$ cat config.mk
export PLATFORM = sky130hd
export DESIGN_NAME = intdiv_sd2_to_bin
export DESIGN_NICKNAME = d
export VERILOG_FILES = /design/src/rtl/intdiv_sd2_to_bin.sv
export SDC_FILE = /design/constraint.sdc
export NUM_CORES = 1
export LEC_CHECK = 0
export ABC_AREA = 1
export BUFFER_PORTS_ARGS = -buffer_cell sky130_fd_sc_hd__buf_2
export CORE_ASPECT_RATIO = 1.1
export CORE_UTILIZATION = 58
export CTS_CLUSTER_SIZE = 28
export DETAILED_ROUTE_END_ITERATION = 10
export GPL_TIMING_DRIVEN = 0
export PLACE_DENSITY = 0.76
export SETUP_SLACK_MARGIN = 0.3
export SLEW_MARGIN = 40
export SYNTH_ARGS = -nofsm -noshare
export SYNTH_HDL_FRONTEND = slang
export SYNTH_SLANG_ARGS = --single-unit
$ cat constraint.sdc
create_clock -name clk -period 2.2 [get_ports clk]
set_input_delay 0.22 -clock clk [delete_from_list [all_inputs] [get_ports clk]]
set_output_delay 0.22 -clock clk [all_outputs]
set_load 0.02 [all_outputs]
$ cat src/rtl/intdiv_sd2_to_bin.sv
// intdiv_sd2_to_bin: serial MSB-first SD2 -> two's-complement converter.
// One SD2 magnitude digit is accepted per handshake. The SD2 sign is sampled
// with the first digit of each operand. On-the-fly conversion keeps the pair
// Q / QM = Q-1, so no carry-propagate adder is needed.
// Optional feature macro: INTDIV_S2B_ZERO_FLAG_EN adds the registered out_zero flag.
module intdiv_sd2_to_bin #(
    parameter int N = 8
) (
    input  logic         clk,
    input  logic         rst_n,
    input  logic         in_valid,
    output logic         in_ready,
    input  logic         in_first,
    input  logic [1:0]   in_digit,
    input  logic [1:0]   sign,
    output logic         out_valid,
    input  logic         out_ready,
`ifdef INTDIV_S2B_ZERO_FLAG_EN
    output logic         out_zero,
`endif
    output logic [N:0]   out_value
);

    localparam int W  = N + 1;
    localparam int CW = $clog2(N + 1);
    localparam logic [CW-1:0] CNT_LAST = CW'(N - 1);

    localparam logic [1:0] S_IDLE  = 2'd0;
    localparam logic [1:0] S_ACCUM = 2'd1;
    localparam logic [1:0] S_DONE  = 2'd2;

    localparam logic [1:0] SD_ZERO = 2'b00;
    localparam logic [1:0] SD_POS  = 2'b10;
    localparam logic [1:0] SD_NEG  = 2'b01;

    logic [1:0]    state;
    logic [W-1:0]  q;
    logic [W-1:0]  qm;
    logic [CW-1:0] count;
    logic [1:0]    sign_reg;

    logic          accept;
    logic [1:0]    sign_use;
    logic          d_pos;
    logic          d_neg;
    logic [W-1:0]  q_base;
    logic [W-1:0]  qm_base;
    logic [W-1:0]  q_next;
    logic [W-1:0]  qm_next;

    assign in_ready = (state != S_DONE);
    assign accept   = in_valid & in_ready;

    // Effective digit after applying the operand sign, then on-the-fly Q/QM update.
    // A first digit restarts from Q=0 / QM=-1 and uses the incoming sign.
    always_comb begin
        sign_use = in_first ? sign : sign_reg;
        d_pos    = 1'b0;
        d_neg    = 1'b0;
        case (sign_use)
            SD_POS: begin
                d_pos = in_digit[1] & ~in_digit[0];
                d_neg = in_digit[0] & ~in_digit[1];
            end
            SD_NEG: begin
                d_pos = in_digit[0] & ~in_digit[1];
                d_neg = in_digit[1] & ~in_digit[0];
            end
            default: begin
                d_pos = 1'b0;
                d_neg = 1'b0;
            end
        endcase

        q_base  = in_first ? '0 : q;
        qm_base = in_first ? '1 : qm;

        if (d_pos) begin
            q_next  = {q_base[W-2:0], 1'b1};
            qm_next = {q_base[W-2:0], 1'b0};
        end else if (d_neg) begin
            q_next  = {qm_base[W-2:0], 1'b1};
            qm_next = {qm_base[W-2:0], 1'b0};
        end else begin
            q_next  = {q_base[W-2:0], 1'b0};
            qm_next = {qm_base[W-2:0], 1'b1};
        end
    end

    // Control FSM, digit accumulation and registered result.
    always_ff @(posedge clk or negedge rst_n) begin
        if (!rst_n) begin
            state     <= S_IDLE;
            q         <= '0;
            qm        <= '1;
            count     <= '0;
            sign_reg  <= SD_ZERO;
            out_valid <= 1'b0;
            out_value <= '0;
`ifdef INTDIV_S2B_ZERO_FLAG_EN
            out_zero  <= 1'b0;
`endif
        end else begin
            case (state)
                S_IDLE: begin
                    // Digits without in_first are dropped here.
                    if (accept && in_first) begin
                        q        <= q_next;
                        qm       <= qm_next;
                        sign_reg <= sign;
                        count    <= CW'(1);
                        state    <= S_ACCUM;
                    end
                end
                S_ACCUM: begin
                    if (accept) begin
                        q  <= q_next;
                        qm <= qm_next;
                        if (in_first) begin
                            sign_reg <= sign;
                            count    <= CW'(1);
                        end else if (count == CNT_LAST) begin
                            count     <= count + CW'(1);
                            out_value <= q_next;
                            out_valid <= 1'b1;
`ifdef INTDIV_S2B_ZERO_FLAG_EN
                            out_zero  <= (q_next == '0);
`endif
                            state     <= S_DONE;
                        end else begin
                            count <= count + CW'(1);
                        end
                    end
                end
                S_DONE: begin
                    if (out_ready) begin
                        out_valid <= 1'b0;
                        state     <= S_IDLE;
                    end
                end
                default: begin
                    state <= S_IDLE;
                end
            endcase
        end
    end

endmodule

### Yosys cells after proc, flatten, opt, wreduce, memory -nomap -nowiden

Index checks and enable logic that the tools add are counted.

| word-level totals | value |
|---|---|
| register bits | 34 |
| latch bits | 0 |
| memory bits (writable) | 0 |
| memory bits (read-only) | 0 |
| input bits | 9 |
| output and inout port bits | 11 |
| word-level logic and storage cells | 66 |
| memories | 0 |

| operators by class | value |
|---|---|
| $add $sub $neg | 1 |
| $mul | 0 |
| div/mod/pow operators | 0 |
| order comparisons | 0 |
| equality and inequality tests | 11 |
| shift operators | 0 |
| mux-type cells | 33 |
| bitwise gates (word level) | 6 |
| reductions and logical operators | 8 |

Operator list:

| cell | count |
|---|---|
| 8-bit two-way mux | 7 |
| 8-bit case mux with 2 select lines | 2 |
| 9-bit two-way mux | 2 |
| 2-bit two-way mux | 8 |
| 4-bit two-way mux | 3 |
| 2-bit inequality test (second input constant) | 6 |
| 5-bit AND reduction | 2 |
| 4-bit case mux with 2 select lines | 1 |
| 1-bit case mux with 2 select lines | 3 |
| 2-bit case mux with 3 select lines | 1 |
| 1-bit two-way mux | 5 |
| 4-bit by 1-bit adder with 4-bit output (second input constant) | 1 |
| 2-bit by 1-bit equality test with 1-bit output (second input constant) | 2 |
| 2-bit equality test (second input constant) | 2 |
| 4-bit by 3-bit equality test with 1-bit output (second input constant) | 1 |
| 2-bit case mux with 2 select lines | 1 |
| 4-bit AND reduction | 1 |
| 2-bit nonzero test | 2 |
| 1-bit bitwise AND | 3 |
| 1-bit inverter | 3 |
| 3-bit AND reduction | 1 |
| 2-bit zero test | 1 |
| 1-bit logical AND | 1 |

### Logic depth before layout (Yosys ltp)

| logic depth | value |
|---|---|
| depth in word-level cells | 7 |
| gate-level depth with buffers | 13 |
| gate-level depth less buffers | 12 |

### Least setup slack after synthesis

OpenSTA, ideal clock, no wires.

| timing | value |
|---|---|
| kind | input port to flip-flop |
| from | in in_first |
| to | reg qm[5] |
| setup time | 0.082 ns |
| arrival time | 1.630 ns |
| data required time | 2.118 ns |
| setup slack | 0.488 ns |
| stages | 12 |
| path buffers | 3 |
| cell sequence | buf_4 -> buf_2 -> o21ai_0 -> inv_1 -> ha_1 -> nand3_1 -> nand2_1 -> nand2_1 -> buf_2 -> nand2_1 -> o211ai_1 -> nand2_1 |

| between the ends | value |
|---|---|
| word-level cells in the longest chain between the ends | 6 |
| elaborated cells between the ends (all ways) | 13 |
| classes of those cells | eq/ne: 3; mux: 8; reduce/logical: 2 |

RTL lines:

| item | line | text |
|---|---|---|
| start, declared | 13 | `input logic in_first,` |
| 2-bit two-way mux | -- |  |
| 2-bit by 1-bit equality test with 1-bit output / 2-bit equality test (equally long branches) | 60 | `case (sign_use)` |
| 1-bit case mux with 2 select lines | 60 |  |
| 8-bit two-way mux | 78 | `if (d_pos) begin` |
| 8-bit two-way mux (on tied branches) | 116, 107 |  |
| 8-bit case mux with 2 select lines | 104 | `case (state)` |
| end signal, assigned | 109 | `qm <= qm_next;` |
| end signal, assigned | 118 | `qm <= qm_next;` |
| end, declared | 38 | `logic [W-1:0] qm;` |

Several ways; a longest one is shown, not always the timed one. The select of a mux whose other input is x is not followed.
A chain may end at the register's enable or synchronous reset.

### Worst setup path after layout

| timing | value |
|---|---|
| from | reg sign_reg[0] |
| to | reg qm[5] |

| between the ends | value |
|---|---|
| word-level cells in the longest chain between the ends | 6 |
| elaborated cells between the ends (all ways) | 8 |
| classes of those cells | eq/ne: 2; mux: 6 |

RTL lines:

| item | line | text |
|---|---|---|
| start, declared | 40 | `logic [1:0] sign_reg;` |
| start signal, assigned | 110 | `sign_reg <= sign;` |
| start signal, assigned | 120 | `sign_reg <= sign;` |
| 2-bit two-way mux (*) | -- |  |
| 2-bit by 1-bit equality test with 1-bit output / 2-bit equality test (equally long branches) | 60 |  |
| 1-bit case mux with 2 select lines (*) | 60 |  |
| 8-bit two-way mux (*) | 78 |  |
| 8-bit two-way mux (on tied branches) | 116, 107 |  |
| 8-bit case mux with 2 select lines (*) | 104 |  |

Every way passes the cells marked *; elsewhere a longest branch is shown, timed or not. The select of a mux whose other input is x is not followed.

==> results.yml <==
worst_setup_path:
  crit_type: "reg -> reg"
  r2r_slack_ns: 0.37
  start_kind: "register"
  slowest_stage: "dfrtp_1"
  cp_common_cell: "nand2_1"
  cp.required_ns: 2.46
  path_cells: "nor2_1 > a21oi_1 > inv_1 > ha_1 > nand3_1 > nand2_1 > nand2_1 > clkbuf_4 > nand2_1 > o211ai_1 > nand2_1"
  max_stage_delay_ns: 0.38
  crit_arrival_ns: 2.09
  cp-end-kind: "register"
  crit_buf_inv: 2
  cp_top_family: "simple AND/OR/NAND/NOR gates"
  cp_max_fo: 10
detailed_routing:
  drtIter0Drc: 72
  post-route-drc-count: 2
  routed_wl_um: 3970
  antenna_left: 0
  dr.pass1.iters: 7
  vias_per_cell: 5.35
  detail_route.wl_per_cell_um: 13.1
  vias: 1622
final_layout:
  layout.nets: 280
  diodes: 0
  largest_reg_flops: 9
  regMostFlops: "out_value"
  top_regs: "out_value x9, q x8, qm x8"
  stdcell_count: 303
  drive_gt1_frac: 0.249
  area_growth_pct: 12.8
  utilization: 0.699
sta:
  setup_violations: 0
  period_share: 0.832
  setup_slack_ns: 0.371
  fmax_mhz: 547
  skew_ns: 0.0226
  grt_setup_unrepaired: "true"
  finalHoldViolCount: 0
  max_slew_margin: 0.717
  fin_crit_ns: 1.83
  worst_slew_pin_slew_ns: 0.424
  drv_slew: 0
  tns_ns: 0
job:
  maxCapViolCount: 0
yosys:
  syn_avg_cell_area_um2: 7.97
  synth_top_family_by_area: "simple AND/OR/NAND/NOR gates"
  async_flop_share: 1.00
  synth_common_cells: "nand2_1 (77), dfrtp_1 (26), inv_1 (26)"
  synth.area.mux_share: 0
  synth_compound_area_frac: 0.0840
  syn_area_mm2: 0.00192
  syn-num-nets: 253
  synth-simple-area-share: 0.339
  yosysSeqAreaShare: 0.448
  synth_edf_count: 0
  yosysTopAreaCell: "dfrtp_1"
  yosys_warnings: 0
  synth_xor_area_frac: 0
  synthCells: 241
  synth_seq_cells: 34
  synth_most_common_cell: "nand2_1"
  yosysTopAreaCellShare: 0.339
  synthAdderAreaFrac: 0.0195
  ys_types: 29
  synthTopCellsByArea: "dfrtp_1 (34%), nand2_1 (15%), dfstp_2 (11%), inv_1 (5.1%), nand3_1 (4.7%)"
  synth_top_flop_cell: "dfrtp_1"
placement:
  dp_hpwl_um: 2840
  dp_slack_ns: 0.00971
  io_buffers: 19
  gp_congestion: 0.811
  placed_cells: 294
cts:
  clkLatencyLatePin_ns: 0.35
  cts_buffers: 5
  cts.path.max_buffers: 2
  cts_tree: "built"
  post_cts_buffers: 0
  clock-sinks: 34
  cts-root-buf: "clkbuf_4"
  htree_levels: 2
  path_clk_slew_ns: 0.10
global_route:
  grt_use_total: 0.250
  grt_overflow: 0
  grt_max_degree: 35
  grt_pass1_wl_um: 6700
  grt_pass1_vias: 1514
  antenna_found_initial: 0
hold_path:
  hold_class: "in -> reg"
run_status:
  violations: "DRC"
  status: "finished with violations"
power_and_ir_drop:
  p_total_w: 0.00193
  powerDensity_mw_per_mm2: 891
  leakagePower_nw: 1.16
  peakVddDrop_mv: 0.627
floorplanning:
  num_rows: 21
  die_w_um: 56.9
  die_y_um: 62.4
  core-area_mm2: 0.00310
  dieArea_mm2: 0.00355
  start_util: 0.620
  boundaryPins: 20
==> per-layer routing <==
layer / GRT usage / vias up / wire length, um
met1: 0.309 / 769 / 1710
met3: 0.0621 / 7 / 154
met4: 0.0823 / 0 / 70
met2: 0.425 / 26 / 2040
met5: 0 / - / 0
li1: - / 820 / -
==> cells in the final DEF (no fill, tap or decap), types with 3 or more instances in the layout <==
master / instances
o21ai_0: 7
ha_1: 3
dfrtp_1: 26
nand2_2: 5
nand2_1: 77
buf_6: 3
nand3_1: 18
clkbuf_4: 6
inv_2: 4
nand4_1: 9
o211ai_1: 7
inv_1: 26
nand3_2: 3
dfstp_2: 8
buf_2: 19
nor2_1: 21
a21oi_1: 3
==> report_power, final <==
| group | internal [W] | total, W | switching [W] | leakage [nW] |
|---|---|---|---|---|
| clock network | 0.000271 | 0.000485 | 0.000213 | 0.0455 |
| registers | 0.000802 | 0.000886 | 0.0000831 | 0.430 |
| logic | 0.000208 | 0.000560 | 0.000353 | 0.680 |
| total | 0.00128 | 0.00193 | 0.000649 | 1.16 |
==> worst paths after layout <==
path / cells after the start / endpoint / startpoint
max: 11 / qm[5] / sign_reg[0]
min: 3 / sign_reg[1] / sign[1]
max reg2reg: 11 / qm[5] / sign_reg[0]
min reg2reg: 2 / qm[1] / qm[1]
max in group asynchronous: 2 / qm[3] / rst_n
min in group asynchronous: 2 / state[0] / rst_n
==> cell type report <==
class                           instances  area (um2)
Clock buffer                            7        55.1
Multi-Input combinational cell        167         858
Timing Repair Buffer                   20         108
Fill cell                             253         933
Clock inverter                          1        30.0
Inverter                               32         125
Buffer                                  8        87.6
Sequential cell                        34         861
Tap cell                               34        42.5
==> worst min-delay path, cell delays in order <==
cell and delay, ns:
buf_2 0.09, inv_1 0.05, o21ai_0 0.08
==> stage by stage <==
| step | cell area [um2] | hold WS, ns |
|---|---|---|
| after floorplan | 1920 | -0.0756 |
| after global placement | 2060 | 0.325 |
| after detailed placement | 2060 | 0.326 |
| after CTS | 2150 | 0.134 |
| after global routing | 2170 | 0.164 |
| final | 2170 | 0.136 |
==> kinds of logic after synthesis <==
logic type,count (synthesis)
compound gates,24
fa+ha+maj,3
buf+inv,40
flops,34
simple gates,140
==> what timing repair did <==
| item | 4_1_cts | 5_1_grt |
|---|---|---|
| pin swaps | 0 | 0 |
| gates cloned | 0 | 0 |
| gates resized for setup | 1 | 2 |
| endpoints found under the setup margin | 1 | 17 |
| endpoints found under the hold margin | 26 | 0 |
| hold buffers | 1 | 0 |
Power figures use the tool's default switching activity.
